**src/rtl/rf_param_bypass.sv**
```systemverilog
// Parametrised multi-port register file with write-to-read bypass and bulk-clear engine.
// Latency: reads combinational (bypass same cycle); writes land on the next rising clk; clear takes DEPTH cycles.
// Backpressure: busy high during a clear; writes are dropped (and flagged in err) while busy.
module rf_param_bypass #(
  parameter int WIDTH   = 16,
  parameter int DEPTH   = 8,
  parameter int SEL_W   = 3,
  parameter int NRD     = 2,
  parameter int BYPASS  = 1,
  parameter int ZERO_R0 = 0
) (
  input  logic                 clk,
  input  logic                 rst,
  input  logic [NRD*SEL_W-1:0] rd_sel,
  output logic [NRD*WIDTH-1:0] rd_data,
  input  logic                 wr_en,
  input  logic [SEL_W-1:0]     wr_sel,
  input  logic [WIDTH-1:0]     wr_data,
  input  logic                 clr_req,
  output logic                 busy,
  output logic                 err,
  input  logic                 err_clr
);

  // One extra bit so DEPTH == 2**SEL_W is representable in range compares.
  localparam logic [SEL_W:0]   DEPTH_C = (SEL_W+1)'(DEPTH);
  localparam logic [SEL_W-1:0] LAST    = SEL_W'(DEPTH - 1);

  typedef enum logic {IDLE, CLEAR} state_t;

  state_t           state_q, state_d;
  logic [SEL_W-1:0] ptr_q, ptr_d;
  logic [WIDTH-1:0] mem [DEPTH];
  logic [SEL_W-1:0] rsel [NRD];
  logic             wr_ok;
  logic             wr_bad;
  logic             rd_bad;
  logic             err_set;

  // Unpack the read selects once so the read mux stays readable.
  for (genvar g = 0; g < NRD; g++) begin : g_sel
    assign rsel[g] = rd_sel[g*SEL_W +: SEL_W];
  end

  assign busy    = (state_q == CLEAR);
  assign wr_bad  = wr_en && ({1'b0, wr_sel} >= DEPTH_C);
  // A write only counts when it will really land in the array; bypass reuses this.
  assign wr_ok   = wr_en && !busy && !wr_bad && !((ZERO_R0 != 0) && (wr_sel == '0));
  assign err_set = wr_bad || rd_bad || (wr_en && busy);

  // Read mux per port: out-of-range and hardwired r0 give 0, then bypass, then array.
  always_comb begin
    rd_data = '0;
    rd_bad  = 1'b0;
    for (int k = 0; k < NRD; k++) begin
      if ({1'b0, rsel[k]} >= DEPTH_C) begin
        rd_bad = 1'b1;
      end else if ((ZERO_R0 != 0) && (rsel[k] == '0)) begin
        rd_data[k*WIDTH +: WIDTH] = '0;
      end else if ((BYPASS != 0) && wr_ok && (rsel[k] == wr_sel)) begin
        rd_data[k*WIDTH +: WIDTH] = wr_data;
      end else begin
        rd_data[k*WIDTH +: WIDTH] = mem[rsel[k]];
      end
    end
  end

  // Clear FSM next-state: walk ptr 0..DEPTH-1 once per request, ignore requests while walking.
  always_comb begin
    state_d = state_q;
    ptr_d   = ptr_q;
    case (state_q)
      IDLE: begin
        if (clr_req) begin
          state_d = CLEAR;
          ptr_d   = '0;
        end
      end
      CLEAR: begin
        if (ptr_q == LAST) begin
          state_d = IDLE;
          ptr_d   = '0;
        end else begin
          ptr_d = ptr_q + SEL_W'(1);
        end
      end
      default: begin
        state_d = IDLE;
        ptr_d   = '0;
      end
    endcase
  end

  // Clear FSM state register.
  always_ff @(posedge clk or negedge rst) begin
    if (!rst) begin
      state_q <= IDLE;
      ptr_q   <= '0;
    end else begin
      state_q <= state_d;
      ptr_q   <= ptr_d;
    end
  end

  // Register array: clear walk zeroes one entry per cycle; normal writes are blocked while busy.
  always_ff @(posedge clk or negedge rst) begin
    if (!rst) begin
      for (int i = 0; i < DEPTH; i++) mem[i] <= '0;
    end else if (state_q == CLEAR) begin
      mem[ptr_q] <= '0;
    end else if (wr_ok) begin
      mem[wr_sel] <= wr_data;
    end
  end

  // Sticky error flag: a new error in the same cycle as err_clr keeps it set.
  always_ff @(posedge clk or negedge rst) begin
    if (!rst) begin
      err <= 1'b0;
    end else if (err_set) begin
      err <= 1'b1;
    end else if (err_clr) begin
      err <= 1'b0;
    end
  end

endmodule

```
**config.mk**
```make
export PLATFORM = sky130hd
export DESIGN_NAME = rf_param_bypass
export DESIGN_NICKNAME = d
export VERILOG_FILES = /design/src/rtl/rf_param_bypass.sv
export SDC_FILE = /design/constraint.sdc
export NUM_CORES = 1
export LEC_CHECK = 0
export CORE_MARGIN = 1.5
export CORE_UTILIZATION = 59
export DETAILED_ROUTE_END_ITERATION = 8
export GPL_ROUTABILITY_DRIVEN = 1
export PLACE_DENSITY = 0.81
export SYNTH_ARGS = -nofsm -noshare
export SYNTH_HDL_FRONTEND = slang
export SYNTH_SLANG_ARGS = --single-unit
```
**constraint.sdc**
```tcl
create_clock -name clk -period 1.9 [get_ports clk]
set_input_delay 0.19 -clock clk [delete_from_list [all_inputs] [get_ports clk]]
set_output_delay 0.19 -clock clk [all_outputs]
set_load 0.1 [all_outputs]
```
Yosys cells after proc, flatten, opt, wreduce, memory -nomap -nowiden
Index checks and enable logic that the tools add are counted.
Widths: inputs -> output; s select.
{"block": "classes", "add_sub_neg": 1, "n_lt_le_gt_ge": 6, "eq_ne": 4, "n_mux": 23, "bitwise_logic": 7, "reduce_logical": 9}
{"cell": "$mux 128", "count": 2}
{"cell": "$and 128x128->128", "count": 1}
{"cell": "$bwmux 128", "count": 1}
{"cell": "$mux 16", "count": 8}
{"cell": "$not 128->128", "count": 1}
{"cell": "$bmux 16 s3", "count": 2}
{"cell": "$demux 16 s3", "count": 2}
{"cell": "$ge 4x4->1 const B", "count": 4}
{"cell": "$not 3->4", "count": 4}
{"cell": "$lt 4x1->1 const B", "count": 2}
{"cell": "$eq 3x3->1", "count": 2}
{"cell": "$logic_and 1x1->1", "count": 6}
{"cell": "$mux 3", "count": 2}
{"cell": "$pmux 3 s2", "count": 1}
{"cell": "$mux 1", "count": 4}
{"cell": "$reduce_bool 2->1", "count": 2}
{"cell": "$add 3x1->3 const B", "count": 1}
{"cell": "$eq 3x3->1 const B", "count": 1}
{"cell": "$ne 2x2->1 const B", "count": 1}
{"cell": "$pmux 1 s2", "count": 1}
{"cell": "$logic_not 1->1", "count": 1}
{"cell": "$not 1->1", "count": 1}
{"block": "word_totals", "reg_bits": 133}

Depth between registers and ports, before layout
{"block": "depth", "ltp_word": 8, "mapped_depth": 6, "mapped_depth_nobuf": 4}

Worst setup path before layout
No wires, ideal clock.
{"block": "synth_path", "path_kind": "register -> output", "startpoint": "reg state_q, in the netlist busy", "endpoint": "out rd_data[26]", "arrival_time_ns": 2.153, "t_required_ns": 1.710, "slack_ns": -0.443, "path_stages_with_launch": 5, "path_cell_list": "dfrtp_1 nor2b_1 nand4_2 buf_4 mux2_2"}
{"block": "synth_via", "elab_chain_cells": 4}
{"item": "start, declared", "line": "31", "source": "state_t state_q, state_d;"}
{"item": "start signal, assigned", "line": "100", "source": "state_q <= state_d;"}
{"item": "$logic_not 1->1", "line": "48", "source": "assign wr_ok = wr_en && !busy && !wr_bad && !((ZERO_R0 != 0) && (wr_sel == '0));"}
{"item": "$logic_and 1x1->1", "line": "48"}
{"item": "$logic_and 1x1->1", "line": "60", "source": "end else if ((BYPASS != 0) && wr_ok && (rsel[k] == wr_sel)) begin"}
{"item": "$mux 16", "line": "60"}
{"item": "end, declared", "line": "15", "source": "output logic [NRD*WIDTH-1:0] rd_data,"}
Every way passes these cells.

Worst setup path after layout
{"block": "layout_path", "startpoint": "reg mem[28] (netlist bit)", "endpoint": "out rd_data[12]"}
{"block": "layout_via", "elab_chain_cells": 4}
{"item": "start, declared", "line": "33", "source": "logic [WIDTH-1:0] mem [DEPTH];"}
{"item": "start signal, assigned by index", "line": "112", "source": "mem[wr_sel] <= wr_data;"}
{"item": "$bmux 16 s3", "line": "63", "source": "rd_data[k*WIDTH +: WIDTH] = mem[rsel[k]];"}
{"item": "$mux 16 (implied by the code) (2 in series)", "line": "63"}
{"item": "$mux 16", "line": "60"}
Every way passes these cells. The select of a mux whose other input is x is not followed.

==> flow_metrics.env <==
export IMPL_drive_gt1_share_pct=47.95
export IMPL_status="finished with violations"
export IMPL_starting_density_pct=60.15
export IMPL_fin_hold_ws_ns=0.2674
export IMPL_most_common_cell_after_layout_fill_and_taps_aside="sky130_fd_sc_hd__dfrtp_1"
export IMPL_violated_checks="negative setup slack"
export IMPL_layout_cells_most_common_list="sky130_fd_sc_hd__dfrtp_1, sky130_fd_sc_hd__a22o_1, sky130_fd_sc_hd__buf_4"
export IMPL_drt_initial_drc_count=685
export IMPL_postSynth_topFlopCell="sky130_fd_sc_hd__dfrtp_1"
export IMPL_tritoncts="built"
export IMPL_horizontal_die_dimension_um=116.2
export IMPL_dp_cells=732
export IMPL_vias_per_cell=7.382
export IMPL_asyncSetResetFlopFracSynth_pct=100.0
export IMPL_grt_max_degree=50
export IMPL_synth_seq_area_share_pct=44.03
export IMPL_placement_io_buffers=63
export IMPL_distinct_cell_type_count_after_synthesis=37
export IMPL_final_hold_viol_count=0
export IMPL_post_place_ws_ns=-0.4714
export IMPL_drt_drc_violations_left=0
export IMPL_num_vias=5950
export IMPL_cts_sinks=133
export IMPL_postSynthRegisterBits=133
export IMPL_post_synth_edffs=0
export IMPL_grt_util_all_layers_pct=37.83
export IMPL_cts_buffers=17
export IMPL_antenna_violations_before_repair=0
export IMPL_rsz0062_at_grt="yes"
export IMPL_area_delta_synth_final_pct=33.28
export IMPL_vias_in_the_first_global_route=6411
export IMPL_critPathMaxFanout=3
export IMPL_fin_util_pct=80.17
export IMPL_cts_root_buf="sky130_fd_sc_hd__clkbuf_16"
export IMPL_layout_nets=653
export IMPL_buffer_levels_on_the_longest_clock_path=2
export IMPL_max_clk_rate_mhz=438.4
export IMPL_finalCriticalPeriod_ns=2.281
export IMPL_chip_height_um=116.2
export IMPL_slew_headroom_pct=65.90
export IMPL_grt_pass1_wl_um=36580
export IMPL_place_hpwl_um=13720
export IMPL_worst_setup_path_end_kind="output pin"
export IMPL_clock_skew_final_ns=0.005224
export IMPL_fin_crit_sh_pct=120.1
export IMPL_final_max_slew_viol_count=0
export IMPL_finalNonFillerCells=806
export IMPL_critPathLaunchType="flip-flop"
export IMPL_hp_class="input port to async pin"
export IMPL_r2r_setup_slack_ns=0.05
export IMPL_floorplan_core_area_um2=12570
export IMPL_power_per_cell_area_nw_per_um2=1418
export IMPL_ff_latch_area_um2=3332
export IMPL_detail_route_antenna_nets=0
export IMPL_worst_endpoint_required_ns=1.71
export IMPL_htree_levels=4
export IMPL_maxCapViolCount=0
export IMPL_cts_clk_slew_worst_paths_ns=0.06
export IMPL_diodes=0
export IMPL_detail_route_first_pass_iterations=5
export IMPL_syn_avg_cell_area_um2=15.15
export IMPL_worst_ep_arrival_time_ns=2.09
export IMPL_multi_input_area_um2=3899
export IMPL_clk_insertion_delay_late_ns=0.44
export IMPL_grt_overflow_total=0
export IMPL_category_of_the_critical_setup_timing_path="flip-flop to output pin"
export IMPL_setup_viol=32
export IMPL_yosysWarningCount=0
export IMPL_die_area_um2=13500
export IMPL_synthesis_nets=531
export IMPL_final_setup_slack_of_the_worst_path_ns=-0.3810
export IMPL_floorplan_io_pins=64
export IMPL_gpl_final_weighted_congestion=0.8666
export IMPL_placementRows=41
export IMPL_transition_time_at_the_pin_with_the_least_slew_margin_ns=0.5115
export IMPL_irDropWorstVdd_mv=1.035
export IMPL_power_leakage_nw=4.696
export IMPL_syn_cell_area_um2=7560
export IMPL_route_detailed_wl_per_inst_um=29.78
export IMPL_route_final_wire_length_um=24000
export IMPL_post_syn_instances=499
export IMPL_n_fill_cell=656
==> sequential cells by signal, summed over array words and instances, names as in the netlist <==
signal and cells:
mem 128, busy 1, err 1, ptr_q 3
==> through the flow <==
step | setup TNS [ns] | cell area (um^2) | total power [mW]
finish | -10.77 | 10080 | 14.28
global route | -11.66 | 10080 | 14.68
CTS | -10.49 | 9899 | 13.92
global placement | -18.58 | 9144 | 9.930
detailed placement | -20.82 | 9144 | 10.18
floorplan | -0.3287 | 7671 | 8.075
==> power breakdown <==
part / internal, mW / switching [mW]
Clock: 2.12 / 1.32
Sequential: 3.61 / 0.732
Combinational: 3.07 / 3.43
==> kinds of logic after synthesis <==
logic type	share of synthesized area [%]
adders and majority gates	0.3310
and+or+nand+nor	2.268
DFF	44.03
xor gates and xnor gates	0.6951
AOI/OAI and AO/OA	16.37
buffers and inverters	5.098
muxes	31.21
==> cell usage after synthesis, drive strengths merged (2+ instances only) <==
cell type,count,area share (%)
o22a,2,0.23
buf,49,4.5
mux2,64,10
xnor2,6,0.70
inv,4,0.20
ha,2,0.33
mux4,64,21
a22o,128,15
nand2b,3,0.25
nor2,8,0.50
nor3,2,0.35
nand2,7,0.35
o32a,5,0.83
dfrtp,133,44
nand4,2,0.33
clkbuf,9,0.45
==> final cells by class <==
class                           instances  share of cell area [%]
Inverter                                4                  0.1490
Tap cell                              172                   2.136
Timing Repair Buffer                  161                   19.92
Sequential cell                       133                   33.07
Clock buffer                           19                   4.495
Clock inverter                         13                   1.540
Multi-Input combinational cell        304                   38.69
==> layer usage <==
layer | wire length, um | track usage (%) | part of all wire [%] | vias up
li1 | - | - | - | 2279
met1 | 8653 | 47.64 | 36 | 3062
met2 | 11500 | 58.20 | 48 | 488
met3 | 2608 | 10.85 | 11 | 121
met4 | 1243 | 24.07 | 5.2 | 0
met5 | 0 | 0 | 0 | -
==> timing repair <==
item	in CTS	in global routing
cloned	2	0
hold buffers	1	0
gates resized for setup	44	11
endpoints found under the setup margin	32	32
endpoints found under the hold margin	29	0
setup buffers	20	19
==> final timing paths <==
path	start	endpoint	cells after the start
worst max-delay path	mem[28]$_DFFE_PN0P_	rd_data[12]	4
worst min-delay path	rst	mem[117]$_DFFE_PN0P_	2
worst max register to register	busy$_DFF_PN0_	mem[28]$_DFFE_PN0P_	4
worst min register to register	mem[59]$_DFFE_PN0P_	mem[59]$_DFFE_PN0P_	1
max in group asynchronous	rst	mem[100]$_DFFE_PN0P_	3
min in group clk	err_clr	err$_DFFE_PN0P_	2
==> critical path: stages (launching register included) <==
cell	delay (ns)
sky130_fd_sc_hd__dfrtp_1	0.42
sky130_fd_sc_hd__mux4_2	0.52
sky130_fd_sc_hd__mux2_4	0.28
sky130_fd_sc_hd__mux2_4	0.28
sky130_fd_sc_hd__buf_12	0.17
No activity file was read; power rests on OpenSTA's default activity.
